--- config.mk ---
export PLATFORM = sky130hd
export DESIGN_NAME = lamp_sequence_player
export DESIGN_NICKNAME = d
export VERILOG_FILES = /design/src/rtl/lamp_seq_pkg.sv /design/src/rtl/lamp_seq_shadow.sv /design/src/rtl/lamp_sequence_player.sv
export SDC_FILE = /design/constraint.sdc
export NUM_CORES = 1
export LEC_CHECK = 0
export CORE_ASPECT_RATIO = 0.75
export CORE_UTILIZATION = 45
export DETAILED_ROUTE_END_ITERATION = 12
export GPL_ROUTABILITY_DRIVEN = 0
export SETUP_SLACK_MARGIN = 0.3
export SKIP_CTS_REPAIR_TIMING = 1
export SYNTH_ARGS = -nofsm -noshare
export SYNTH_HDL_FRONTEND = slang
export SYNTH_SLANG_ARGS = --single-unit
--- constraint.sdc ---
create_clock -name clk -period 3.6 [get_ports clk]
set_input_delay 0.72 -clock clk [delete_from_list [all_inputs] [get_ports clk]]
set_output_delay 0.72 -clock clk [all_outputs]
set_load 0.1 [all_outputs]
--- src/rtl/lamp_seq_pkg.sv ---
// Shared types and helpers for the lamp sequence player and its shadow 1-2-3 tracker.
package lamp_seq_pkg;

  typedef logic [1:0] lamp_code_t;

  typedef enum logic [1:0] {IDLE, SHOW, DONE} play_state_t;

  typedef enum logic [1:0] {S0, S1, S2, HIT} shadow_state_t;

  // Code 0 means all lamps off; codes 1..3 light lamp 1..3 (bit0 = lamp 1).
  function automatic logic [2:0] code_to_onehot(lamp_code_t code);
    logic [2:0] onehot;
    case (code)
      2'd1:    onehot = 3'b001;
      2'd2:    onehot = 3'b010;
      2'd3:    onehot = 3'b100;
      default: onehot = 3'b000;
    endcase
    return onehot;
  endfunction

endpackage

--- src/rtl/lamp_seq_shadow.sv ---
// Golden 1-2-3 run tracker, advanced once per played step; hit is high for the step completing a run.
module lamp_seq_shadow
  import lamp_seq_pkg::*;
(
  input  logic       clk,
  input  logic       reset,
  input  logic       clr,
  input  logic       step_en,
  input  lamp_code_t code,
  output logic       hit
);

  shadow_state_t state_reg;
  shadow_state_t state_next;
  logic          hit_reg;

  always_comb begin
    state_next = S0;
    if (code == 2'd1)
      state_next = S1;
    else if (state_reg == S1 && code == 2'd2)
      state_next = S2;
    else if (state_reg == S2 && code == 2'd3)
      state_next = HIT;
  end

  always_ff @(posedge clk) begin
    if (reset || clr) begin
      state_reg <= S0;
      hit_reg   <= 1'b0;
    end else if (step_en) begin
      state_reg <= state_next;
      hit_reg   <= (state_next == HIT);
    end
  end

  assign hit = hit_reg;

endmodule

--- src/rtl/lamp_sequence_player.sv ---
// Plays a programmable pattern of lamp codes onto a one-hot lamp bus, with a golden
// expect_alarm flag marking each step that completes a 1-2-3 run.
module lamp_sequence_player
  import lamp_seq_pkg::*;
#(
  parameter int DEPTH  = 16,
  parameter int HOLD_W = 8,
  localparam int AW    = $clog2(DEPTH)
) (
  input  logic              clk,
  input  logic              reset,
  input  logic              wr_en,
  input  logic [AW-1:0]     wr_addr,
  input  logic [1:0]        wr_data,
  input  logic [AW:0]       len,
  input  logic [HOLD_W-1:0] hold,
  input  logic              loop,
  input  logic              start,
  input  logic              stop,
  output logic [2:0]        lamps,
  output logic              step_valid,
  output logic              expect_alarm,
  output logic              busy,
  output logic              done
);

  play_state_t       state_reg;
  logic [AW-1:0]     idx_reg;
  logic [HOLD_W-1:0] hold_cnt_reg;
  logic [HOLD_W-1:0] hold_reg;
  logic [AW:0]       len_reg;
  logic              loop_reg;
  logic              stop_seen_reg;
  logic [2:0]        lamps_reg;
  logic              step_valid_reg;
  logic              busy_reg;
  logic              done_reg;

  lamp_code_t        mem_reg [DEPTH];
  logic [DEPTH-1:0]  wr_sel;

  logic              wr_ok;
  logic              start_ok;
  logic              step_end;
  logic              last_step;
  logic              go_done;
  logic              advance;
  logic              step_en;
  logic              shadow_clr;
  logic [AW-1:0]     idx_adv;
  logic [AW-1:0]     fetch_idx;
  lamp_code_t        fetch_code;
  logic [AW:0]       len_eff;

  assign wr_ok = wr_en && (state_reg != SHOW);

  genvar gi;
  generate
    for (gi = 0; gi < DEPTH; gi++) begin : g_wr_sel
      assign wr_sel[gi] = wr_ok && (wr_addr == AW'(gi));
    end
  endgenerate

  always_ff @(posedge clk) begin
    if (reset) begin
      for (int i = 0; i < DEPTH; i++) mem_reg[i] <= '0;
    end else begin
      for (int i = 0; i < DEPTH; i++)
        if (wr_sel[i]) mem_reg[i] <= wr_data;
    end
  end

  assign len_eff   = (len > (AW+1)'(DEPTH)) ? (AW+1)'(DEPTH) : len;
  assign start_ok  = (state_reg == IDLE) && start && (len != '0);
  assign step_end  = (state_reg == SHOW) && (hold_cnt_reg == '0);
  assign last_step = ({1'b0, idx_reg} == len_reg - (AW+1)'(1));
  assign go_done   = step_end && (stop_seen_reg || stop || (last_step && !loop_reg));
  assign advance   = step_end && !go_done;
  assign idx_adv   = last_step ? '0 : idx_reg + AW'(1);
  assign fetch_idx = start_ok ? '0 : idx_adv;
  assign step_en   = start_ok || advance;
  assign shadow_clr = go_done || (state_reg == DONE);

  // A write landing in the same cycle as start must be visible in the first fetched step.
  always_comb begin
    fetch_code = mem_reg[fetch_idx];
    if (wr_ok && (wr_addr == fetch_idx))
      fetch_code = wr_data;
  end

  always_ff @(posedge clk) begin
    if (reset) begin
      state_reg      <= IDLE;
      idx_reg        <= '0;
      hold_cnt_reg   <= '0;
      hold_reg       <= '0;
      len_reg        <= '0;
      loop_reg       <= 1'b0;
      stop_seen_reg  <= 1'b0;
      lamps_reg      <= 3'b000;
      step_valid_reg <= 1'b0;
      busy_reg       <= 1'b0;
      done_reg       <= 1'b0;
    end else begin
      step_valid_reg <= step_en;
      done_reg       <= 1'b0;
      case (state_reg)
        IDLE: begin
          stop_seen_reg <= 1'b0;
          if (start_ok) begin
            state_reg    <= SHOW;
            len_reg      <= len_eff;
            hold_reg     <= hold;
            hold_cnt_reg <= hold;
            // A stop arriving alongside start limits playback to a single pass.
            loop_reg     <= loop && !stop;
            idx_reg      <= '0;
            lamps_reg    <= code_to_onehot(fetch_code);
            busy_reg     <= 1'b1;
          end
        end
        SHOW: begin
          stop_seen_reg <= stop_seen_reg || stop;
          if (go_done) begin
            state_reg <= DONE;
            lamps_reg <= 3'b000;
            busy_reg  <= 1'b0;
            done_reg  <= 1'b1;
          end else if (advance) begin
            idx_reg      <= idx_adv;
            hold_cnt_reg <= hold_reg;
            lamps_reg    <= code_to_onehot(fetch_code);
          end else begin
            hold_cnt_reg <= hold_cnt_reg - HOLD_W'(1);
          end
        end
        default: begin
          state_reg <= IDLE;
        end
      endcase
    end
  end

  lamp_seq_shadow u_shadow (
    .clk     (clk),
    .reset   (reset),
    .clr     (shadow_clr),
    .step_en (step_en),
    .code    (fetch_code),
    .hit     (expect_alarm)
  );

  assign lamps      = lamps_reg;
  assign step_valid = step_valid_reg;
  assign busy       = busy_reg;
  assign done       = done_reg;

endmodule

* After elaboration in Yosys (flattened, before gate mapping)
Memories as Yosys holds them, arrays and structs flattened.
Cells that the tools add are included.
** Word-level totals
- Memory bits (writable) :: 32
- Output and inout port bits :: 7
- Memories kept :: 1
- Bits of input ports :: 25
- Bits in registers :: 38
- Logic and storage cells :: 207
** Cells by class
- Add/sub/neg operators :: 3
- Bitwise gates (word level) :: 17
- Reduce and logical (&&, ||, !) cells :: 47
- Eq/ne operators :: 31
- Muxes and demuxes :: 94
- Magnitude comparators :: 1
** Memories
- mem_reg :: words 16, width 2, rd ports 1, clocked after memory_dff 0, wr ports 16, RTL line lamp_sequence_player.sv:39 : lamp_code_t mem_reg [DEPTH];
** Operators with widths (number)
- $mux W1 :: 53
- $mux W2 :: 22
- $eq A4 B4 Y1 const B :: 8
- $logic_and A1 B1 Y1 :: 27
- $mux W8 :: 3
- $mux W4 :: 5
- $eq A4 B3 Y1 const B :: 4
- $or A1 B1 Y1 :: 16
- $pmux W8 S2 :: 1
- $eq A2 B2 Y1 const B :: 5
- $mux W3 :: 3
- $pmux W3 S3 :: 1
- $reduce_and A3 Y1 :: 3
- $eq A4 B2 Y1 const B :: 2
- $logic_not A8 Y1 :: 1
- $ne A2 B2 Y1 const B :: 4
- $pmux W4 S2 :: 1
- $sub A8 B1 Y8 const B :: 1
- $eq A2 B1 Y1 const B :: 3
- $pmux W3 S2 :: 1
- $eq A4 B5 Y1 :: 1
- $gt A5 B5 Y1 const B :: 1
- $logic_or A1 B1 Y1 :: 5
- $mux W5 :: 1
- 17 further kinds :: 21

* Logic depth before layout (Yosys ltp)
- Depth after elaboration :: 13
- Mapped depth :: 13

* By module
A second synthesis with hierarchy kept.
** Second synthesis, totals
- Cell total of the unflattened synthesis :: 388
- Area total of the unflattened synthesis :: 3753.6 um^2
** Modules (own cells, without submodules)
- lamp_sequence_player :: area each 3589.7 um^2, times used 1, cells each 372
- lamp_seq_shadow :: area each 163.9 um^2, times used 1, cells each 16

* Least setup slack after synthesis
OpenSTA, ideal clock, no wires.
- Kind :: input -> register
- Start :: input port len[1]
- End :: register lamps_reg[0] (netlist: lamps[0])
- Stages :: 8
- Slack :: 492 ps
- Arrival time :: 3037 ps
- Library setup time :: 70 ps
- Cell sequence :: or3_4 o31ai_4 o31ai_4 nor3b_1 o311ai_2 mux2_2 or4_1 a21oi_1
** Between the ends
- Longest elaborated chain between the ends :: 11
- Elaborated cells between the ends (all ways) :: 17
- Those cells by class :: eq/ne: 5; mux: 7; reduce/logical: 4; memory: 1
** RTL lines
- start: declaration :: RTL line lamp_sequence_player.sv:15 : input logic [AW:0] len,
- $reduce_bool A5 Y1 * :: RTL line lamp_sequence_player.sv:74 : assign start_ok = (state_reg == IDLE) && start && (len != '0);
- $logic_and A1 B1 Y1 * :: RTL line lamp_sequence_player.sv:74
- branches (longest 9 deep; another with $mem_v2 Z16 W2)
- end signal: assignment :: RTL line lamp_sequence_player.sv:118 : lamps_reg <= code_to_onehot(fetch_code);
- end signal: assignment :: RTL line lamp_sequence_player.sv:132 : lamps_reg <= code_to_onehot(fetch_code);
- end: declaration :: RTL line lamp_sequence_player.sv:34 : logic [2:0] lamps_reg;
Mark *: on every way between the ends. The select of a mux whose other input is x is not followed.
A chain may end at the register's enable or synchronous reset.

* Final worst setup path
- Start :: input port start
- End :: register lamps_reg[0] (netlist: lamps[0])
** Between the ends
- Longest elaborated chain between the ends :: 11
- Elaborated cells between the ends (all ways) :: 17
- Those cells by class :: eq/ne: 5; mux: 7; reduce/logical: 4; memory: 1
** RTL lines
- start: declaration :: RTL line lamp_sequence_player.sv:18 : input logic start,
- $logic_and A1 B1 Y1 * (2 in series) :: RTL line lamp_sequence_player.sv:74
- branches (longest 9 deep; another with $mem_v2 Z16 W2)
Marks and branches as above.

==> key figures <==
Synth
  – Cell accounting for the most synthesized area: edfxtp_1
  – Yosys warnings: 0
  – Cell variety after synth: 58
  – Mean Syn Cell Area: 9.04 µm²
  – Synth Cell Area: 0.00370 mm²
  – Mapped Cells: 409
  – Most used flip-flop cell after synthesis: dfxtp_1
  – Count leader, synth: nor2_1
  – Asr flop ratio synth: 0%
  – #FFs+latches synth: 70
  – Register area share after synthesis: 46.6%
  – Post-synthesis net count: 437
  – Top cells by area, synth: edfxtp_1 26%, dfxtp_1 21%, nor2_1 5.7%
  – Synth cell count leaders: 56 x nor2_1, 52 x nand2_1, 38 x dfxtp_1
  – Number of synthesized flops with an enable pin: 32
  – Post-synth top area share: 26.0%

Route
  – Wirelength per Cell: 16.5 µm
  – Drt total wl: 9130 µm
  – Pre-antenna DRT Iters: 5
  – Vias per inst: 5.56
  – 1st-iter DRT viols: 140
  – Vias: 3076
  – ANT nets after route: 0
  – # DRC: 0

STA
  – Setup slack after layout: 0.452 ns
  – Period utilization: 87.4%
  – Final max-slew violation count: 0
  – Slew margin rel.: 33.3%
  – Final setup fails: 0
  – Maximum clock frequency: 318 MHz
  – Unrepaired setup endpoints after global routing: false
  – Setup Skew: 0.0105 ns
  – Final Hold Vio Count: 0
  – Worst slew pin tran: 0.997 ns
  – Period minus WS final: 3.15 ns

Global routing
  – Congestion Overflow GR: 0
  – First-pass GRT wire length: 14800 µm
  – Vias in the first global route: 2910
  – Met1 Use GR: 34.9%
  – Met3 usage: 5.76%
  – Largest net degree at the start of global routing: 55
  – Most Crowded Layer GR: met1
  – Initial antenna violation count: 0
  – GRT met2 Usage: 31.2%
  – GRT Resource Usage Total: 22.8%

CTS
  – CTS Buffer Depth: 2
  – Clk root buf: clkbuf_8
  – Clock Pin Slew Worst Setup and Hold Paths: 0.08 ns
  – CTS tree: done
  – CTS sink count: 70
  – Clock buffer count from CTS: 9
  – Htree depth: 3
  – Clock latency on the worst-skew pair: 0.35 ns

Floorplanning
  – Core ar.: 0.00792 mm²
  – Die height: 80.5 µm
  – Starting Density: 46.7%
  – I/O pin count: 32
  – FP Rows: 28
  – DIE WIDTH: 107 µm
  – DIE AREA: 0.00858 mm²

Final layout
  – Final std cells w/o fill: 553
  – Area grow syn2layout: 19.9%
  – Max reg flops: 32
  – Share of layout cells above drive strength 1: 12.1%
  – Antenna Cells: 0
  – Nets: 471

Worst setup path
  – Most frequent CP cell: o31ai_4
  – Worst setup EP type: flip-flop
  – CP top delay family: compound AO/OA/AOI/OAI gates
  – Crit path max fanout: 5
  – CP required: 3.87 ns
  – Slowest stage cell, crit path: clkdlybuf4s50_1
  – Critical path launch point type: input pin
  – CP Class: input pin to flip-flop
  – Worst Path Arrival: 3.42 ns
  – CP Cell Sequence: clkdlybuf4s50_1 > nor3b_4 > o31ai_4 > o31ai_4 > buf_4 > a21oi_2 > o32ai_2 > o311ai_4 > mux2_4 > or4_1 > a21oi_1
  – Buffers and inverters on the worst path: 2
  – Slowest cell delay on critical path: 0.47 ns

Power
  – Pwr Density: 454 mW/mm²
  – Max IR drop VDD: 0.000266 V
  – Leakage: 1.61 nW

Flow run
  – Maxcap violations: 0

Placement
  – Post-DP HPWL: 6470 µm
  – Setup WS pre-CTS: -0.0235 ns
  – PortBufs: 31
  – # placed instances: 535

Worst hold path
  – Hold Crit Class: flip-flop to flip-flop

Status
  – Status: finished clean
worst min-delay path: stages (launching register included):
cell     delay (ns)
dfxtp_1        0.31
nand2_1        0.05
a21oi_1        0.05
metrics by stage:
step | TNS, ns | utilization (%) | power (mW) | instance area [µm²] | hold slack, ns
2_1_floorplan | 0 | - | 1.20 | 3700 | 0.433
3_3_place_gp | 0 | 52.3 | 1.31 | 4140 | 0.442
3_5_place_dp | -0.0235 | 52.3 | 1.32 | 4140 | 0.448
4_1_cts | 0 | 55.0 | 2.01 | 4360 | 0.459
5_1_grt | 0 | 56.0 | 2.10 | 4430 | 0.489
6_report | 0 | 56.0 | 2.01 | 4430 | 0.456
cell families after synthesis:
logic type | after synthesis | synth area share (%)
multiplexers | 8 | 2.95
AND/OR/NAND/NOR | 180 | 24.0
adder cells (fa/ha/maj) | 3 | 1.02
XOR/XNOR | 16 | 4.16
buffers and inverters | 37 | 3.76
AO/OA/AOI/OAI | 95 | 17.5
flip-flops | 70 | 46.6
worst paths after layout:
check | end | slack, ns | cells after the start | start
setup / recovery | lamps[0] | 0.45 | 11 | start
hold / removal | hold_reg[2] | 0.46 | 2 | hold_reg[2]
setup reg to reg | lamps[0] | 0.47 | 12 | len_reg[0]
hold reg to reg | hold_reg[2] | 0.46 | 2 | hold_reg[2]
cells in the final DEF, fill, tap and decap left out, types with 5 or more instances in the layout:
master / n
nor3_1: 11
dfxtp_1: 38
nand3_1: 5
nand3b_1: 7
a211oi_1: 8
nand2_1: 52
o21ai_0: 21
edfxtp_1: 32
xor2_1: 6
nor2_1: 56
clkdlybuf4s50_1: 27
or3_1: 5
xnor2_1: 9
buf_4: 15
a21oi_1: 26
nor2b_1: 8
inv_1: 14
clkbuf_8: 9
nand2b_1: 16
metal layers:
metal	part of all wire (%)	up-vias
li1	-	1528
met1	53	1447
met2	40	92
met3	6.0	9
met4	0.96	0
met5	0	-
where the power goes:
| part | leakage, nW | internal, mW | switching [mW] | total [mW] |
|---|---|---|---|---|
| combinational | 0.866 | 0.160 | 0.239 | 0.399 |
| sequential | 0.640 | 0.881 | 0.0377 | 0.919 |
| clock | 0.106 | 0.389 | 0.307 | 0.696 |
layout make-up:
cell class / count / area (µm²)
clock buffer: 10 / 128
clock inverter: 6 / 86.3
fill: 760 / 3480
inverter: 14 / 52.6
multi-input combinational: 302 / 1890
sequential: 70 / 1720
tap: 105 / 131
timing repair buffer: 46 / 425
Power figures use the tool's default switching activity.
